===== config.mk =====
export PLATFORM = sky130hd
export DESIGN_NAME = calc_seq_unit_flat
export DESIGN_NICKNAME = d
export VERILOG_FILES = /design/src/rtl/calc_seq_unit_if.sv /design/src/rtl/calc_seq_unit.sv /design/src/flat_wrapper.sv
export SDC_FILE = /design/constraint.sdc
export NUM_CORES = 1
export LEC_CHECK = 0
export CAP_MARGIN = 25
export CORE_ASPECT_RATIO = 1.5
export CORE_UTILIZATION = 29
export DETAILED_ROUTE_END_ITERATION = 7
export MAX_ROUTING_LAYER = met4
export SYNTH_ARGS = -nofsm -noshare
export SYNTH_HDL_FRONTEND = slang
export SYNTH_SLANG_ARGS = --single-unit

===== constraint.sdc =====
create_clock -name clk -period 5.1 [get_ports clk]
set_input_delay 0.51 -clock clk [delete_from_list [all_inputs] [get_ports clk]]
set_output_delay 0.51 -clock clk [all_outputs]
set_load 0.01 [all_outputs]

===== src/rtl/calc_seq_unit_if.sv =====
// calc_seq_unit_if
// Request/result channel bundle for the sequential calculator.
//   in_valid / in_ready   : request handshake carrying A, B, op
//   A, B                  : unsigned operands, WIDTH bits
//   op                    : 00 add, 01 subtract, 10 multiply, 11 divide
//   out_valid / out_ready : result handshake carrying result, divide_by_zero
//   result                : 2*WIDTH-bit operation result
//   divide_by_zero        : divide requested with B == 0
// master = request driver / result consumer, slave = the calculator.
interface calc_seq_unit_if #(
  parameter int WIDTH = 4
);
  logic                 in_valid;
  logic                 in_ready;
  logic [WIDTH-1:0]     A;
  logic [WIDTH-1:0]     B;
  logic [1:0]           op;
  logic                 out_valid;
  logic                 out_ready;
  logic [2*WIDTH-1:0]   result;
  logic                 divide_by_zero;

  modport master (
    output in_valid, A, B, op, out_ready,
    input  in_ready, out_valid, result, divide_by_zero
  );

  modport slave (
    input  in_valid, A, B, op, out_ready,
    output in_ready, out_valid, result, divide_by_zero
  );
endinterface


===== src/rtl/calc_seq_unit.sv =====
// calc_seq_unit
// Handshaked arithmetic responder: one request per transaction, add and
// subtract in a single step, multiply by iterative shift-add (LSB first),
// divide by iterative restoring division (MSB first).
// Ports:
//   clk   : rising-edge clock
//   rst_n : synchronous active-low reset
//   bus   : calc_seq_unit_if.slave (request and result channels)
module calc_seq_unit #(
  parameter int WIDTH = 4
) (
  input  logic          clk,
  input  logic          rst_n,
  calc_seq_unit_if.slave bus
);

  localparam int RES_W = 2 * WIDTH;
  localparam int IDX_W = $clog2(WIDTH);
  localparam int CNT_W = IDX_W + 1;

  localparam logic [1:0] OP_ADD = 2'b00;
  localparam logic [1:0] OP_SUB = 2'b01;
  localparam logic [1:0] OP_MUL = 2'b10;
  localparam logic [1:0] OP_DIV = 2'b11;

  typedef enum logic [1:0] {
    IDLE = 2'd0,
    EXEC = 2'd1,
    DONE = 2'd2
  } state_t;

  state_t             state;
  state_t             state_next;

  logic [WIDTH-1:0]   a_q;
  logic [WIDTH-1:0]   b_q;
  logic [1:0]         op_q;
  logic [CNT_W-1:0]   count;
  logic [RES_W-1:0]   acc;
  logic [RES_W-1:0]   acc_next;
  logic [RES_W-1:0]   result_q;
  logic               dbz_q;

  logic               accept;
  logic               last_iter;
  logic [IDX_W-1:0]   bit_idx;
  logic [RES_W-1:0]   mul_addend;
  logic [WIDTH:0]     div_shift;
  logic [WIDTH:0]     div_diff;

  assign accept    = bus.in_valid && (state == IDLE);
  assign last_iter = (state == EXEC) && (count == CNT_W'(WIDTH - 1));
  assign bit_idx   = count[IDX_W-1:0];

  assign bus.result         = result_q;
  assign bus.divide_by_zero = dbz_q;

  always_ff @(posedge clk) begin
    if (!rst_n) begin
      state <= IDLE;
    end else begin
      state <= state_next;
    end
  end

  // Handshake outputs are pure state decodes, so in_ready and out_valid can
  // never be high together and in_valid has no combinational path to out_valid.
  always_comb begin
    state_next    = state;
    bus.in_ready  = 1'b0;
    bus.out_valid = 1'b0;
    case (state)
      IDLE: begin
        bus.in_ready = 1'b1;
        if (bus.in_valid) begin
          if ((bus.op == OP_MUL) || ((bus.op == OP_DIV) && (bus.B != '0))) begin
            state_next = EXEC;
          end else begin
            state_next = DONE;
          end
        end
      end
      EXEC: begin
        if (last_iter) begin
          state_next = DONE;
        end
      end
      DONE: begin
        bus.out_valid = 1'b1;
        if (bus.out_ready) begin
          state_next = IDLE;
        end
      end
      default: begin
        state_next = IDLE;
      end
    endcase
  end

  // One iteration of the shared accumulator.
  // Multiply: acc is the running product; add A shifted by the bit position
  // when the current multiplier bit is set.
  // Divide: acc holds {remainder, quotient-in-progress}. The remainder shifted
  // left with the next dividend bit is acc[RES_W-1:WIDTH-1]; subtracting B with
  // one spare bit tells us from the borrow whether to restore. After WIDTH
  // steps acc is exactly {remainder, quotient}.
  always_comb begin
    mul_addend = RES_W'(a_q) << bit_idx;
    div_shift  = acc[RES_W-1:WIDTH-1];
    div_diff   = div_shift - {1'b0, b_q};
    acc_next   = acc;
    if (op_q == OP_MUL) begin
      if (b_q[bit_idx]) begin
        acc_next = acc + mul_addend;
      end
    end else begin
      if (!div_diff[WIDTH]) begin
        acc_next = {div_diff[WIDTH-1:0], acc[WIDTH-2:0], 1'b1};
      end else begin
        acc_next = {div_shift[WIDTH-1:0], acc[WIDTH-2:0], 1'b0};
      end
    end
  end

  // Operands are captured only on the accepting edge; single-step results are
  // written straight away, iterative ones on the last EXEC cycle, so result
  // is stable for the whole of DONE.
  always_ff @(posedge clk) begin
    if (!rst_n) begin
      a_q      <= '0;
      b_q      <= '0;
      op_q     <= '0;
      count    <= '0;
      acc      <= '0;
      result_q <= '0;
      dbz_q    <= 1'b0;
    end else begin
      case (state)
        IDLE: begin
          if (accept) begin
            a_q   <= bus.A;
            b_q   <= bus.B;
            op_q  <= bus.op;
            count <= '0;
            dbz_q <= 1'b0;
            case (bus.op)
              OP_ADD: result_q <= RES_W'(bus.A) + RES_W'(bus.B);
              OP_SUB: result_q <= RES_W'(bus.A) - RES_W'(bus.B);
              OP_MUL: acc      <= '0;
              default: begin
                acc <= RES_W'(bus.A);
                if (bus.B == '0) begin
                  result_q <= '0;
                  dbz_q    <= 1'b1;
                end
              end
            endcase
          end
        end
        EXEC: begin
          acc   <= acc_next;
          count <= count + CNT_W'(1);
          if (last_iter) begin
            result_q <= acc_next;
          end
        end
        default: begin
        end
      endcase
    end
  end

endmodule

===== src/flat_wrapper.sv =====
// flat-port wrapper written by rule: the top's interface ports become plain ports
module calc_seq_unit_flat 
#(
  parameter int WIDTH = 4
)
  (clk, rst_n, bus_in_valid, bus_A, bus_B, bus_op, bus_out_ready, bus_in_ready, bus_out_valid, bus_result, bus_divide_by_zero);
  calc_seq_unit_if #(.WIDTH(WIDTH)) bus_i ();
  input  logic clk;
  input  logic rst_n;
  input wire logic [$bits(bus_i.in_valid)-1:0] bus_in_valid;
  input wire logic [$bits(bus_i.A)-1:0] bus_A;
  input wire logic [$bits(bus_i.B)-1:0] bus_B;
  input wire logic [$bits(bus_i.op)-1:0] bus_op;
  input wire logic [$bits(bus_i.out_ready)-1:0] bus_out_ready;
  output wire logic [$bits(bus_i.in_ready)-1:0] bus_in_ready;
  output wire logic [$bits(bus_i.out_valid)-1:0] bus_out_valid;
  output wire logic [$bits(bus_i.result)-1:0] bus_result;
  output wire logic [$bits(bus_i.divide_by_zero)-1:0] bus_divide_by_zero;
  assign bus_i.in_valid = bus_in_valid;
  assign bus_i.A = bus_A;
  assign bus_i.B = bus_B;
  assign bus_i.op = bus_op;
  assign bus_i.out_ready = bus_out_ready;
  assign bus_in_ready = bus_i.in_ready;
  assign bus_out_valid = bus_i.out_valid;
  assign bus_result = bus_i.result;
  assign bus_divide_by_zero = bus_i.divide_by_zero;
  calc_seq_unit #(.WIDTH(WIDTH)) u_core (.clk(clk), .rst_n(rst_n), .bus(bus_i));
endmodule

Word level (Yosys, flattened, before mapping)
Index checks and enable logic that the tools add are counted.
{"block": "totals", "rom_bits": 0, "reg_bits": 32, "wordCells": 69, "latchBits": 0, "memories": 0, "output_inout_bits": 11, "inputBits": 14, "ramBits": 0}
{"block": "op_classes", "n_addsub": 5, "mul": 0, "eq_ne": 14, "order_cmp": 1, "shifts": 1, "div_mod_pow": 0, "reduce_logical": 16, "muxes": 24, "bitwise_logic": 0}
{"cell": "$mux 8", "count": 7}
{"cell": "$pmux 8 s2", "count": 3}
{"cell": "$pmux 8 s3", "count": 1}
{"cell": "$add 8x8->8", "count": 1}
{"cell": "$eq 2x2->1 const B", "count": 4}
{"cell": "$mux 2", "count": 4}
{"cell": "$ne 2x2->1 const B", "count": 4}
{"cell": "$shl 4x2->8", "count": 1}
{"cell": "$pmux 2 s3", "count": 1}
{"cell": "$pmux 3 s2", "count": 1}
{"cell": "$reduce_and 3->1", "count": 2}
{"cell": "$add 4x4->5", "count": 1}
{"cell": "$mux 1", "count": 5}
{"cell": "$reduce_and 5->1", "count": 1}
{"cell": "$sub 4x4->5", "count": 1}
{"cell": "$sub 5x4->5", "count": 1}
{"cell": "$eq 2x1->1 const B", "count": 2}
{"cell": "$logic_not 2->1", "count": 2}
{"cell": "$logic_not 4->1", "count": 1}
{"cell": "$ne 2x1->1 const B", "count": 2}
{"cell": "$ne 4x4->1 const B", "count": 1}
{"cell": "$reduce_and 2->1", "count": 2}
{"cell": "$reduce_bool 4->1", "count": 1}
{"cell": "$add 3x1->3 const B", "count": 1}
{"cell": "9 further kinds", "count": 11}

Logic depth before layout (Yosys ltp)
Gate-level depths: netlist (run 1).
{"block": "depth", "word_depth": 6, "depth_mapped": 12, "mapped_depth_nobuf": 11}

Worst setup path before layout (run 1)
Ideal clock, no wire load.
{"block": "synth_timing", "path_type": "register -> register", "from": "register u_core.acc[3]", "to": "register u_core.result_q[5] (netlist: u_core.bus.result[5])", "t_arrival_ns": 2.213, "synth_period_minus_slack_ns": 2.341, "n_path_buf": 0, "required_time_ns": 4.971, "setup_ns": 0.129, "slack_ns": 2.759, "stages_incl_launch_ff": 11, "path_cell_list": "dfxtp_1 -> inv_1 -> ha_1 -> inv_1 -> fa_1 -> a211oi_1 -> or2_2 -> and2_4 -> mux2_2 -> a221oi_2 -> a31oi_1"}
{"block": "synth_via", "elab_chain_len": 5, "elab_cells_between_ends": 7, "classes_between": "add/sub: 2; mux: 5"}
{"item": "from (decl)", "line": "calc_seq_unit.sv:39", "source": "logic [RES_W-1:0] acc;"}
{"item": "from (signal assigned)", "line": "calc_seq_unit.sv:151", "source": "acc <= RES_W'(bus.A);"}
{"item": "from (signal assigned)", "line": "calc_seq_unit.sv:161", "source": "acc <= acc_next;"}
{"item": "$add 8x8->8 / $sub 5x4->5 (equally long branches)", "line": "calc_seq_unit.sv:114, calc_seq_unit.sv:110"}
{"item": "$mux 8, on equally long branches", "line": "calc_seq_unit.sv:113, calc_seq_unit.sv:117"}
{"item": "$mux 8 *", "line": "calc_seq_unit.sv:112", "source": "if (op_q == OP_MUL) begin"}
{"item": "$mux 8 *", "line": "calc_seq_unit.sv:163", "source": "if (last_iter) begin"}
{"item": "$pmux 8 s2 *", "line": "calc_seq_unit.sv:138", "source": "case (state)"}
{"item": "to (signal assigned)", "line": "calc_seq_unit.sv:147", "source": "OP_ADD: result_q <= RES_W'(bus.A) + RES_W'(bus.B);"}
{"item": "to (signal assigned)", "line": "calc_seq_unit.sv:148", "source": "OP_SUB: result_q <= RES_W'(bus.A) - RES_W'(bus.B);"}
{"item": "to (signal assigned)", "line": "calc_seq_unit.sv:164", "source": "result_q <= acc_next;"}
{"item": "to (decl)", "line": "calc_seq_unit.sv:41", "source": "logic [RES_W-1:0] result_q;"}
Mark *: on every way between the ends. The rest lies on a longest branch, timed or not. The select of a mux whose other input is x is not followed.
A chain may end at the register's enable or synchronous reset.

Worst setup path in the final report (run 1)
Ends and elaborated chain as after synthesis.

==> run summary, run 1 <==
DR vias/cell - 5.03
Critical-path top delay cell - fa_1
Peak supply drop - 0.140 mV
Syn_nets - 335
Post-Synth Simple-Gate Area - 18.7%
CP dominant cell by count - inv_1
Die Y - 114 µm
Most common cell after layout, fill and taps aside - nand2_1
Post-Synth XOR/XNOR Area - 2.52%
Switching portion of total power - 29.6%
Critical path destination - u_core.bus.result[5]$_SDFFE_PN0P_
Least-Margin Pin Slew - 0.962 ns
TritonCTS buffer count - 5
1st-pass router iterations - 5
Remaining DRCs - 0
FF+latch count, synth - 32
Post-synthesis mux area share - 5.82%
# Post-CTS Setup Buffers - 0
Clock power share - 37.8%
Most frequent cells in the layout - nand2_1, dfxtp_1, a21oi_1, clkdlybuf4s50_1
Nets - 354
M1 WL - 2550 µm
Wire per inst - 14.6 µm
Seq/Total Area, Yosys - 26.4%
Vias - 2117
Global-route wire length before repair - 10500 µm
Compound-Gate Fraction of Synth Area - 26.8%
Share of power burned in registers - 36.5%
Max Cap Viol - 0
Worst R2R End - u_core.bus.result[5]$_SDFFE_PN0P_
Clk_skew - 0.00372 ns
Post-synth top area share - 26.4%
Main combinational cell family by area after synthesis - compound AO/OA/AOI/OAI gates
Layout cell share with drive strength beyond 1 - 8.86%
Uppermost layer routed - met4
Hold crit path type - flip-flop to flip-flop
Slew HR - 35.7%
Leak - 0.00112 µW
Area contributors post-synth - dfxtp_1, ha_1, a21oi_1
Core Area - 8060 µm²
I/O pins - 25
Die Area - 8750 µm²
FMAX - 0.371 GHz
CTS hold repair buffers - 0
GR Util All Layers - 15.7%
HPWL reported at the end of detailed placement - 4920 µm
Skew-Pair Late Insertion Delay - 0.28 ns
Pin count of the biggest net entering global routing - 33
Max-slew violations - 0
Clock Sinks - 32
TNS Setup - 0 ns
First DRT Iteration DRCs - 79
Clk buf depth - 2
Total Power - 788 µW
CTS tree - yes
Outcome - finished, final reports clean
Gate power share - 25.7%
Prevailing post-synth register cell - dfxtp_1
GRT Residual Overflow - 0
Period utilization - 52.9%
Minimum clock period - 2.70 ns
Global placement routability congestion - 0.831
CTS root buffer - clkbuf_16
RSZ-0062 raised after global routing - false
Crit Path Max Fanout - 5
Port Buffers - 24
Met3 wire length - 115 µm
Final core occ - 35.8%
Avg Inst Size Synth - 8.20 µm²
Met2 routed WL - 3300 µm
Synth Warn # - 0
Pint - 555 µW
Clk slew on worst S/H paths - 0.05 ns
Layout fillers - 853
Number of synthesized flops with an enable pin - 0
ANT nets after route - 0
Routed Wire Length - 6130 µm
Final setup vio count - 0
R2R depth - 10
Psw - 233 µW
Worst path max stage delay - 0.40 ns
CP Capture Type - flip-flop
Syn Inst Count - 296
CTS resizes - 0
Crit path launch type - flip-flop
Worst Setup SP - u_core.acc[3]$_SDFFE_PN0P_
Starting Density - 30.1%
Core Rows - 40
Synthesized-area fraction occupied by adder cells - 14.1%
Worst EP arrival - 2.85 ns
Hold Fails Final Rpt - 0
Pwr dens - 273 nW/µm²
Worst reg2reg setup slack - 2.40 ns
H-tree levels - 2
Crit-path cells - inv_1, ha_1, inv_1, fa_1, a211oi_1, or2_2, and2_4, mux2_2, a221oi_2, a31oi_1
Vias in the first global route - 2149
Ant. Diodes - 0
Synth area leader - dfxtp_1
Setup CP Type - flip-flop to flip-flop
Initial antenna violation count - 0
Post-Syn Area - 2430 µm²
Die X - 76.7 µm
R2R Path Start - u_core.acc[3]$_SDFFE_PN0P_
Synth cell types - 57
Area grow syn2layout - 18.9%
WP data required - 5.25 ns
Post-synthesis async set-or-reset flop share - 0%
==> worst min-delay path by stage <==
stage	from	slack (ns)	cells after the start	endpoint
final	u_core.bus.divide_by_zero$_SDFFE_PN0P_	0.47	2	u_core.bus.divide_by_zero$_SDFFE_PN0P_
after detailed placement	u_core.bus.divide_by_zero$_SDFFE_PN0P_	0.47	2	u_core.bus.divide_by_zero$_SDFFE_PN0P_
after global routing	u_core.bus.divide_by_zero$_SDFFE_PN0P_	0.50	2	u_core.bus.divide_by_zero$_SDFFE_PN0P_
after floorplan	u_core.op_q[0]$_SDFFE_PN0P_	0.45	2	u_core.op_q[0]$_SDFFE_PN0P_
after global placement	u_core.bus.divide_by_zero$_SDFFE_PN0P_	0.47	2	u_core.bus.divide_by_zero$_SDFFE_PN0P_
after CTS	u_core.bus.divide_by_zero$_SDFFE_PN0P_	0.47	2	u_core.bus.divide_by_zero$_SDFFE_PN0P_
==> layout make-up <==
type	instances	area (µm²)	area share, %
multi-input combinational	233	1650	57.2
sequential	32	641	22.2
timing repair buffer	25	248	8.58
clock buffer	8	146	5.07
tap	105	131	4.55
inverter	18	70.1	2.43
==> cells by family (layout without fill, tap and decap cells) <==
| group | after synthesis | count (layout) |
|---|---|---|
| adder cells (fa/ha/maj) | 25 | 25 |
| XOR/XNOR | 7 | 7 |
| AO/OA/AOI/OAI | 98 | 98 |
| buffers and inverters | 31 | 51 |
| AND/OR/NAND/NOR | 91 | 91 |
| multiplexers | 12 | 12 |
| flip-flops | 32 | 32 |
==> power by group through the flow <==
| stage | registers (µW) | clock network, µW | logic [µW] |
|---|---|---|---|
| after floorplan | 288 | 0 | 143 |
| after global placement | 293 | 0 | 202 |
| after detailed placement | 293 | 0 | 203 |
| after CTS | 288 | 303 | 204 |
| after global routing | 291 | 315 | 228 |
| final | 288 | 298 | 202 |
==> cell usage after synthesis (2+ instances only) <==
cell,count
a21boi_0,13
a21o_1,3
a21oi_1,30
a21oi_2,2
a221oi_2,2
a22oi_1,2
a31o_2,2
a31oi_1,4
and2_1,4
and3_1,3
buf_2,2
buf_6,2
clkbuf_1,9
dfxtp_1,32
fa_1,4
ha_1,21
inv_1,17
mux2_2,3
mux2i_1,7
nand2_1,34
nand2b_1,5
nand3_1,3
nor2_1,17
nor2b_1,7
nor4_1,3
o211ai_1,2
o21a_1,3
o21ai_0,21
o21bai_1,2
or2_2,5
xnor2_1,6
==> worst max-delay path, delay by kind of cell, from the launching register on <==
family                   cells  cell delay, ns
AO/OA/AOI/OAI                3            0.81
adder cells (fa/ha/maj)      2            0.54
AND/OR/NAND/NOR              2            0.40
flip-flops                   1            0.34
multiplexers                 1            0.34
buffers and inverters        2            0.13
==> per-layer routing <==
metal | track usage [%] | vias to the layer above
met5 | - | -
met2 | 28.5 | 36
met1 | 16.9 | 982
met4 | 7.44 | 0
li1 | - | 1087
met3 | 1.91 | 12
==> sequential cells by signal (all words and copies together), names as in the netlist <==
name / flops
u_core.acc: 8
u_core.bus.result: 8
u_core.a_q: 4
u_core.b_q: 4
u_core.count: 3
u_core.op_q: 2
u_core.state: 2
u_core.bus.divide_by_zero: 1
==> stage by stage <==
step | hold WS [ns] | worst slack (ns) | std cells | instance area [µm²]
floorplan | 0.452 | 2.76 | 296 | 2430
global placement | 0.466 | 2.28 | 413 | 2740
detailed placement | 0.466 | 2.29 | 413 | 2740
CTS | 0.472 | 2.40 | 421 | 2890
global route | 0.497 | 2.27 | 421 | 2890
finish | 0.474 | 2.40 | 421 | 2890
Power figures use the tool's default switching activity.
==> run 2: changes to the inputs <==
- clock period: 5.1 -> 2.7 ns (I/O delays scaled with it)
==> run summary, run 2 (synthesis gave the netlist of run 1 again) <==
Outcome - finished, final reports clean
Crit path launch type - flip-flop
Clock Sinks - 32
Peak supply drop - 0.424 mV
Port Buffers - 24
First DRT Iteration DRCs - 67
CP Capture Type - flip-flop
Wire per inst - 15.2 µm
Place WS - 0.129 ns
Vias - 2230
TNS Setup - 0 ns
Total Power - 1520 µW
Worst EP arrival - 2.67 ns
CTS tree - yes
I/O pins - 25
Initial antenna violation count - 0
Remaining DRCs - 0
Ant. Diodes - 0
Most common cell after layout, fill and taps aside - nand2_1
Max Cap Viol - 0
Max-slew violations - 0
Hold crit path type - flip-flop to flip-flop
Critical-path top delay cell - fa_1
DR vias/cell - 5.17
1st-pass router iterations - 4
ANT nets after route - 0
Layout cell share with drive strength beyond 1 - 12.6%
Pin count of the biggest net entering global routing - 28
Clk slew on worst S/H paths - 0.05 ns
CTS hold repair buffers - 0
Worst path max stage delay - 0.42 ns
GRT Residual Overflow - 0
Slew HR - 41.2%
Worst Setup SP - u_core.b_q[0]$_SDFFE_PN0P_
Hold Fails Final Rpt - 0
CTS root buffer - clkbuf_16
Global-route wire length before repair - 10900 µm
Crit Path Max Fanout - 5
Crit-path cells - ha_1, inv_1, fa_1, a211oi_2, or2_2, and2_4, mux2_2, a221oi_2, a31oi_1
FMAX - 0.398 GHz
Period utilization - 93.1%
Layout fillers - 842
Clk_skew - 0.00638 ns
Die Area - 8750 µm²
Core Rows - 40
CTS resizes - 0
Minimum clock period - 2.51 ns
Leak - 0.00117 µW
TritonCTS buffer count - 5
Worst hold margin - 0.466 ns
H-tree levels - 2
# Post-CTS Setup Buffers - 0
Final setup vio count - 0
RSZ-0062 raised after global routing - false
GR Util All Layers - 16.7%
Most frequent cells in the layout - nand2_1, dfxtp_1, a21oi_1, clkdlybuf4s50_1
Clk buf depth - 2
Global placement routability congestion - 0.916
Vias in the first global route - 2228
HP Start - u_core.bus.divide_by_zero$_SDFFE_PN0P_
Setup ws final - 0.186 ns
Setup CP Type - flip-flop to flip-flop
R2R Path Start - u_core.b_q[0]$_SDFFE_PN0P_
WP data required - 2.85 ns
Routed Wire Length - 6570 µm
Area grow syn2layout - 22.4%
Least-Margin Pin Slew - 0.879 ns
Pwr dens - 510 nW/µm²
Nets - 364
Core Area - 8060 µm²
HPWL reported at the end of detailed placement - 5150 µm
Skew-Pair Late Insertion Delay - 0.28 ns
Die Y - 114 µm
Starting Density - 30.1%
Die X - 76.7 µm
## run 2: layout make-up
| type | count | area (µm²) | share of cell area (%) |
|---|---|---|---|
| flip-flops and latches | 32 | 642 | 21.6 |
| multi-input cells | 233 | 1660 | 55.9 |
| inverters | 18 | 70.1 | 2.36 |
| well taps | 105 | 131 | 4.42 |
| clock buffers | 8 | 146 | 4.92 |
| repair buffers | 35 | 323 | 10.9 |
## run 2: path summary, 6_finish.rpt
check                                            to  slack (ns)  depth (start not counted)
max               u_core.bus.result[5]$_SDFFE_PN0P_        0.19                          9
min          u_core.bus.divide_by_zero$_SDFFE_PN0P_        0.47                          2
max reg2reg       u_core.bus.result[5]$_SDFFE_PN0P_        0.19                          9
min reg2reg  u_core.bus.divide_by_zero$_SDFFE_PN0P_        0.47                          2
## run 2: through the flow
step / instances / utilization, % / instance area [µm²]
after floorplan: 296 / - / 2430
after global placement: 423 / 35.0 / 2820
after detailed placement: 423 / 35.0 / 2820
after CTS: 431 / 36.8 / 2960
after global routing: 431 / 36.9 / 2970
final: 431 / 36.9 / 2970
## run 2: critical path: cells and delay by family, from the launching register on
kind / cells / cell delay (ns)
adders and majority gates: 2 / 0.58
AOI/OAI and AO/OA: 3 / 0.66
buffers and inverters: 1 / 0.07
and+or+nand+nor: 2 / 0.36
DFF: 1 / 0.36
muxes: 1 / 0.35
## run 2: where the power goes
part	switching [µW]	total, µW	internal (µW)
registers	34.0	541	507
logic	221	410	189
clock network	199	566	367
## run 2: per-layer routing
layer | up-vias | routed length, µm | global-route usage [%]
li1 | 1120 | - | -
met1 | 1067 | 2650 | 17.6
met2 | 30 | 3540 | 29.9
met3 | 13 | 161 | 2.63
met4 | 0 | 218 | 8.72
met5 | - | 0 | -
